## src/rtl/prog_counter.sv

```systemverilog
// rtl/prog_counter.sv - programmable up/down counter with prescaler, wrap/saturate/one-shot modes
module prog_counter #(
  parameter int COUNTER_WIDTH = 10,
  parameter int PRESCALE      = 1
) (
  input  logic                     clk,
  input  logic                     reset,
  input  logic                     enable_in,
  input  logic                     direction,
  input  logic [1:0]               mode,
  input  logic                     load,
  input  logic [COUNTER_WIDTH-1:0] load_value,
  input  logic [COUNTER_WIDTH-1:0] limit,
  input  logic [COUNTER_WIDTH-1:0] cmp_value,
  output logic [COUNTER_WIDTH-1:0] count,
  output logic                     trig_out,
  output logic                     cmp_out,
  output logic                     halted
);

  // Prescaler only needs to reach PRESCALE-1; keep at least one bit.
  localparam int PW = (PRESCALE > 1) ? $clog2(PRESCALE) : 1;
  localparam logic [PW-1:0] PRE_LAST = PW'(PRESCALE - 1);
  localparam logic [PW-1:0] PRE_ONE  = {{(PW-1){1'b0}}, 1'b1};
  localparam logic [COUNTER_WIDTH-1:0] CNT_ONE = {{(COUNTER_WIDTH-1){1'b0}}, 1'b1};

  typedef enum logic {
    RUN  = 1'b0,
    HALT = 1'b1
  } state_t;

  state_t                   state_q, state_d;
  logic [PW-1:0]            pre_q, pre_d;
  logic [COUNTER_WIDTH-1:0] count_d;
  logic                     trig_d;
  logic                     tick;
  logic                     at_term;

  assign tick    = enable_in && (pre_q == PRE_LAST);
  // Up terminal is inclusive of counts above LIMIT so a lowered LIMIT still wraps.
  assign at_term = direction ? (count == '0) : (count >= limit);
  assign halted  = (state_q == HALT);
  assign cmp_out = (count == cmp_value);

  // State register: reset discards everything, including a pending pulse.
  always_ff @(posedge clk) begin
    if (reset) begin
      state_q  <= RUN;
      pre_q    <= '0;
      count    <= '0;
      trig_out <= 1'b0;
    end else begin
      state_q  <= state_d;
      pre_q    <= pre_d;
      count    <= count_d;
      trig_out <= trig_d;
    end
  end

  // Next-state logic: load beats step; steps only happen in RUN, prescaler always runs.
  always_comb begin
    state_d = state_q;
    pre_d   = pre_q;
    count_d = count;
    trig_d  = 1'b0;

    if (enable_in) begin
      pre_d = tick ? '0 : (pre_q + PRE_ONE);
    end

    if (load) begin
      count_d = (load_value > limit) ? limit : load_value;
      pre_d   = '0;
      state_d = RUN;
    end else if (tick && (state_q == RUN)) begin
      if (!at_term) begin
        count_d = direction ? (count - CNT_ONE) : (count + CNT_ONE);
      end else begin
        trig_d = 1'b1;
        case (mode)
          2'b01:   count_d = count;
          2'b10:   state_d = HALT;
          default: count_d = direction ? limit : '0;
        endcase
      end
    end
  end

endmodule

```

## config.mk

```make
export PLATFORM = sky130hd
export DESIGN_NAME = prog_counter
export DESIGN_NICKNAME = d
export VERILOG_FILES = /design/src/rtl/prog_counter.sv
export SDC_FILE = /design/constraint.sdc
export NUM_CORES = 1
export LEC_CHECK = 0
export CAP_MARGIN = 10
export CORE_AREA = 2 2 67 69
export CTS_CLUSTER_DIAMETER = 30
export DETAILED_ROUTE_END_ITERATION = 7
export DIE_AREA = 0 0 69 71
export GPL_ROUTABILITY_DRIVEN = 0
export PLACE_DENSITY = 0.73
export SLEW_MARGIN = 40
export SYNTH_ARGS = -nofsm -noshare
export SYNTH_HDL_FRONTEND = slang
export SYNTH_SLANG_ARGS = --single-unit
```

## constraint.sdc

```tcl
create_clock -name clk -period 2.3 [get_ports clk]
set_clock_uncertainty 0.2 [all_clocks]
set_input_delay 0.345 -clock clk [delete_from_list [all_inputs] [get_ports clk]]
set_output_delay 0.345 -clock clk [all_outputs]
set_load 0.01 [all_outputs]
```

==> results of run 1 <==
power by group:
group          internal, µW  total [µW]  switching [µW]
Clock                   123         222            98.9
Sequential              260         301            41.0
Combinational           593        1100             511
cells by family (layout without fill, tap and decap cells):
group	Yosys count	count (layout)	synth area share, %
buffers and inverters	24	145	5.48
flip-flops	13	13	14.6
AND/OR/NAND/NOR	65	65	19.4
adder cells (fa/ha/maj)	30	30	21.5
multiplexers	1	1	0.843
AO/OA/AOI/OAI	71	71	28.8
XOR/XNOR	19	19	9.35
area by class of cell:
| class | count | share of cell area, % |
|---|---|---|
| clock buffer | 4 | 1.42 |
| tap | 52 | 2.05 |
| inverter | 17 | 2.32 |
| multi-input combinational | 186 | 53.1 |
| sequential | 13 | 8.50 |
| timing repair buffer | 124 | 32.6 |
Yosys cell counts, drive strengths merged:
cell type / number
inv: 17
nand2: 15
a41o: 1
a31oi: 3
mux2: 1
o211ai: 5
o22ai: 3
ha: 29
o21a: 1
o21ai: 11
or3: 1
a21oi: 21
dfxtp: 13
and3: 2
nor4b: 3
nand3: 8
o31ai: 1
a311oi: 3
buf: 1
nand3b: 1
and2: 1
fa: 1
nor2: 12
a2111oi: 2
a32oi: 2
o32ai: 2
a221oi: 2
xnor2: 16
a211oi: 4
or2: 2
nor3: 7
nor4: 3
nor3b: 1
clkbuf: 6
xor2: 3
o21bai: 2
a311o: 1
nor2b: 1
nand4: 5
nand2b: 3
a21o: 6
a41oi: 1
metal layers:
metal	vias to the layer above	share of wire, %	track usage (%)
li1	1082	-	-
met1	1072	39	31.0
met4	0	3.4	6.32
met5	-	0	0
met2	104	50	48.7
met3	28	7.7	5.56
flip-flops by register name, summed over array words and instances, names as in the netlist:
signal / count
pre_q: 1
trig_out: 1
count: 10
halted: 1
critical path, stage by stage:
cell	delay (ns)
dlygate4sd2_1	0.23
inv_1	0.06
ha_1	0.20
nand2b_4	0.15
a211oi_4	0.28
a2111oi_4	0.09
or2_4	0.28
buf_4	0.15
o211ai_1	0.23
o211ai_1	0.15
a21oi_1	0.13
how the worst max path moves through the flow:
stage / from / end / slack [ns] / cells past startpoint
floorplan: limit[7] / count[0]$_SDFFE_PP0P_ / -0.02 / 9
global placement: direction / count[8]$_SDFFE_PP0P_ / -0.64 / 9
detailed placement: direction / count[8]$_SDFFE_PP0P_ / -0.69 / 9
CTS: limit[7] / count[0]$_SDFFE_PP0P_ / -0.03 / 10
global route: limit[7] / count[1]$_SDFFE_PP0P_ / -0.07 / 12
finish: load_value[0] / count[1]$_SDFFE_PP0P_ / -0.01 / 11
per-stage QoR:
| stage | util, % | setup slack [ns] | instance area [µm²] |
|---|---|---|---|
| floorplan | - | -0.0228 | 1830 |
| global placement | 67.8 | -0.639 | 2850 |
| detailed placement | 67.8 | -0.691 | 2850 |
| CTS | 72.6 | -0.0305 | 3050 |
| global route | 75.7 | -0.0730 | 3180 |
| finish | 75.7 | -0.0149 | 3180 |
timing repair:
| item | CTS | global route |
|---|---|---|
| gates resized for setup | 90 | 47 |
| setup endpoints to repair | 13 | 12 |
| setup buffers | 7 | 3 |
| pin swaps | 20 | 31 |
==> impl_metrics.yaml, run 1 <==
yosys:
  synth_area_leaders: "ha_1 20%, dfxtp_1 15%, xnor2_1 7.9%"
  ys_seq_area_share_pct: 14.6
  syn_inst: 223
  netlist_area_mm2: 0.00178
  syn_avg_cell_area_um2: 7.98
  synth_largest_area_cell: "ha_1"
  syn_nets: 290
  synth_warnings: 0
  ys_ff_latch: 13
  yosysUniqueCellTypes: 46
  netlist.area_leader.share_pct: 20.4
cells_and_area:
  seq_area_um2: 270
  final_nets: 412
  antenna_cells: 0
  layout-drive-gt1-share_pct: 45.6
  multi_input_area_mm2: 0.00169
  mostFrequentLayoutCell: "buf_4"
  layout_common_cells: "76 x buf_4, 27 x clkdlybuf4s50_1, 18 x ha_1"
  syn2layout_area_growth_pct: 78.6
  fillCellCount: 314
  stdcell_count: 396
flow_run:
  maxCapViolCount: 0
critical_path:
  cp_data_required_time_ns: 2.28
  r2r_end: "count[8]$_SDFFE_PP0P_"
  end_kind: "flop"
  ff2ff_path_depth: 8
  cp.arrival_ns: 2.29
  crit_path_start_kind: "primary input"
  crit_type: "primary input to flop"
  critPathMaxFanout: 5
  r2r-start: "count[9]$_SDFFE_PP0P_"
  rrSetupSlack_ns: 0.03
route:
  drt_iter0_drc: 156
  wl_per_cell_um: 17.1
  vias: 2286
  post-route-drc-count: 0
  drt_first_pass_iters: 4
  final_antenna_net_count: 0
  wl_um: 6780
  viasPerCell: 5.77
power_and_ir_drop:
  p_leak_uw: 0.00139
  power_density_mw_per_mm2: 512
  p_total_uw: 1630
  ir_worst_vdd_v: 0.000380
timing:
  worstMarginPinSlew_ns: 0.343
  tns_ns: -0.0149
  setup_viol: 1
  worst_hold_slack_ns: 0.231
  finalCriticalPeriod_ns: 2.31
  rsz0062_at_grt: "true"
  fin_crit_sh_pct: 101
  fin_ws_ns: -0.0149
  timing_hold_violations_final: 0
  slew_violations: 0
  clock.fmax_ghz: 0.432
  maxSlewHeadroom_pct: 77.1
die:
  coreArea_mm2: 0.00420
  rows: 24
  die_w_um: 69
  design.die.area_mm2: 0.00490
  ios: 50
  die_h_um: 71
  start_util_pct: 42.4
global_route:
  grt_pass1_wl_um: 10400
  grt_pass1_vias: 2248
  grt-ovfl-total: 0
  track_usage_pct: 26.3
  antenna_found_initial: 0
  grt_max_degree: 21
clocking:
  cts_hold_buf: 0
  cts_tree: "built"
  cts_buffer_depth: 2
  insertion_delay_ns: 0.26
  root_buffer: "clkbuf_8"
  cts_made_buffers: 3
  cts.sink_count: 13
  cts-htree-levels: 1
  cts.reportedPaths.clkPinSlew_ns: 0.07
outcome:
  status: "finished with violations"
  violations: "setup timing"
placement:
  numPortBuffers: 49
  dp_hpwl_um: 4860
  place_inst: 382
worst_hold_path:
  min_path_cells: 3
  hold_path_end: "count[9]$_SDFFE_PP0P_"
  worstHoldPathType: "primary input to flop"
  hp-start: "load_value[9]"
Power figures use the tool's default switching activity.
==> inputs of run 2 (changes only) <==
--- a/config.mk
+++ b/config.mk
@@ -6,12 +6,12 @@
 export NUM_CORES = 1
 export LEC_CHECK = 0
 export CAP_MARGIN = 10
-export CORE_AREA = 2 2 67 69
+export CORE_AREA = 2 2 71 66
 export CTS_CLUSTER_DIAMETER = 30
 export DETAILED_ROUTE_END_ITERATION = 7
-export DIE_AREA = 0 0 69 71
+export DIE_AREA = 0 0 73 68
 export GPL_ROUTABILITY_DRIVEN = 0
-export PLACE_DENSITY = 0.73
+export PLACE_DENSITY = 0.72
 export SLEW_MARGIN = 40
 export SYNTH_ARGS = -nofsm -noshare
 export SYNTH_HDL_FRONTEND = slang
==> run 2 against run 1 <==
  * The flow still finishes with violations (setup timing)
  * Combinational power increased by 4%
  * Clock power about the same
  * Utilization decreased by 0.72 points
  * Sequential share of layout area about the same
  * Routed wire length decreased by 3.0%
  * Non-clock buffer count decreased by 8
  * Clock-buffer cell count unchanged
  * Sequential power increased by 4%
  * Cell area increased by 1.0%
  * Hold slack got worse by 0.090 ns
  * Via count decreased by 3.8%
  * Die area increased by 1.3%
  * Critical endpoint is now count[4]$_SDFFE_PP0P_
  * Largest cell class unchanged
  * Largest power group unchanged
==> impl_metrics.yaml, run 2 (synthesized netlist as in run 1, its figures left out) <==
clocking:
  cts_tree: "built"
  cts_made_buffers: 3
  root_buffer: "clkbuf_8"
  cts-htree-levels: 1
  cts.sink_count: 13
  cts_buffer_depth: 2
  cts.reportedPaths.clkPinSlew_ns: 0.07
  insertion_delay_ns: 0.25
timing:
  finalCriticalPeriod_ns: 2.30
  slew_violations: 0
  fin_crit_sh_pct: 100
  timing_hold_violations_final: 0
  fin_ws_ns: -0.00483
  maxSlewHeadroom_pct: 76.7
  clock.fmax_ghz: 0.434
  setup_viol: 1
  worstMarginPinSlew_ns: 0.350
  rsz0062_at_grt: "true"
worst_hold_path:
  worstHoldPathType: "primary input to flop"
  min_path_cells: 3
  hold_path_end: "count[4]$_SDFFE_PP0P_"
  hp-start: "limit[4]"
die:
  rows: 23
  design.die.area_mm2: 0.00496
  die_w_um: 73
  coreArea_mm2: 0.00429
  die_h_um: 68
  start_util_pct: 41.5
  ios: 50
critical_path:
  cp.arrival_ns: 2.27
  cp_data_required_time_ns: 2.26
  crit_type: "flop to flop"
  ff2ff_path_depth: 8
  r2r_end: "count[4]$_SDFFE_PP0P_"
  r2r-start: "count[5]$_SDFFE_PP0P_"
  end_kind: "flop"
  critPathMaxFanout: 6
  crit_path_start_kind: "flop"
  rrSetupSlack_ns: -0.005
global_route:
  grt-ovfl-total: 0
  grt_util_met2_pct: 45.7
  track_usage_pct: 25.4
  grt_max_degree: 20
  antenna_found_initial: 0
  grtUsageMet3_pct: 4.71
  grt_pass1_wl_um: 9790
  grt_pass1_vias: 2108
  grt_busiest_layer: "met2"
  gr-usage-met1_pct: 32.0
route:
  wl_um: 6580
  drt_iter0_drc: 86
  wl_per_cell_um: 17.1
  final_antenna_net_count: 0
  post-route-drc-count: 0
  viasPerCell: 5.69
  vias: 2198
  drt_first_pass_iters: 4
cells_and_area:
  layout-drive-gt1-share_pct: 47.6
  antenna_cells: 0
  mostFrequentLayoutCell: "buf_4"
  layout_common_cells: "65 x buf_4, 27 x clkdlybuf4s50_1, 16 x xnor2_1"
  top_register: "count"
  syn2layout_area_growth_pct: 80.5
  finish.utilization_pct: 74.9
  final_nets: 404
  largest_reg_flops: 10
placement:
  dp_hpwl_um: 4630
  numPortBuffers: 49
  dp_slack_ns: -0.675
outcome:
  status: "finished with violations"
  violations: "setup timing"
power_and_ir_drop:
  p_total_uw: 1670
  power_density_mw_per_mm2: 519
  p_leak_uw: 0.00137
  ir_worst_vdd_v: 0.000548
flow_run:
  maxCapViolCount: 0
[run 2: cell types whose count changed in the layout (fill, tap and decap cells not counted), sizes merged]
cell	before	now
dlygate4sd2	2	3
buf	86	79
clkdlybuf4s15	2	1
clkbuf	11	10
[run 2: worst max-delay path by stage]
stage,startpoint,to,slack (ns)
floorplan,limit[7],count[0]$_SDFFE_PP0P_,-0.02
detailed placement,direction,count[8]$_SDFFE_PP0P_,-0.67
CTS,limit[7],count[0]$_SDFFE_PP0P_,-0.005
global route,count[5]$_SDFFE_PP0P_,count[4]$_SDFFE_PP0P_,-0.07
global placement,direction,count[8]$_SDFFE_PP0P_,-0.68
finish,count[5]$_SDFFE_PP0P_,count[4]$_SDFFE_PP0P_,-0.005
[run 2: layout make-up]
| class | instances | area [µm²] |
|---|---|---|
| clock buffers | 4 | 45.0 |
| fillers | 306 | 1070 |
| multi-input cells | 186 | 1780 |
| well taps | 50 | 62.6 |
| flip-flops and latches | 13 | 274 |
| inverters | 17 | 78.8 |
| repair buffers | 116 | 971 |
[run 2: worst max-delay path, stage by stage, from the launching register on]
cell and delay [ns]:
dfxtp_1 0.50, ha_1 0.30, nand3_1 0.10, nor2_1 0.07, buf_4 0.14, a2111oi_4 0.42, buf_4 0.19, a32oi_2 0.05
a311oi_1 0.25
[run 2: timing repair]
| action | CTS | global route |
|---|---|---|
| cloned | 1 | 0 |
| hold buffers | 0 | 0 |
| endpoints found under the hold margin | 0 | 0 |
| setup endpoints to repair | 13 | 10 |
| pin swaps | 27 | 31 |
| resized for setup | 98 | 56 |
| buffers inserted | 5 | 4 |
[run 2: power by group]
group,internal (µW),total (µW),switching [µW]
logic,610,1140,527
registers,262,312,49.9
clock network,123,219,96.0
total,995,1670,673
[run 2: layer usage]
layer  wire length, µm  vias to the layer above  share of wire, %
met1              2790                     1038                42
li1                  -                     1070                 -
met5                 0                        -                 0
met2              3250                       76                49
met4               164                        0               2.5
met3               382                       14               5.8
[run 2: through the flow]
step / hold slack (ns) / setup TNS, ns / area [µm²] / instances
3_3_place_gp: 0.271 / -5.88 / 2770 / 372
6_report: 0.141 / -0.00483 / 3210 / 386
3_5_place_dp: 0.280 / -6.49 / 2770 / 372
4_1_cts: 0.264 / -0.00524 / 2980 / 382
5_1_grt: 0.138 / -0.191 / 3210 / 386
2_1_floorplan: 0.222 / -0.0228 / 1830 / 223
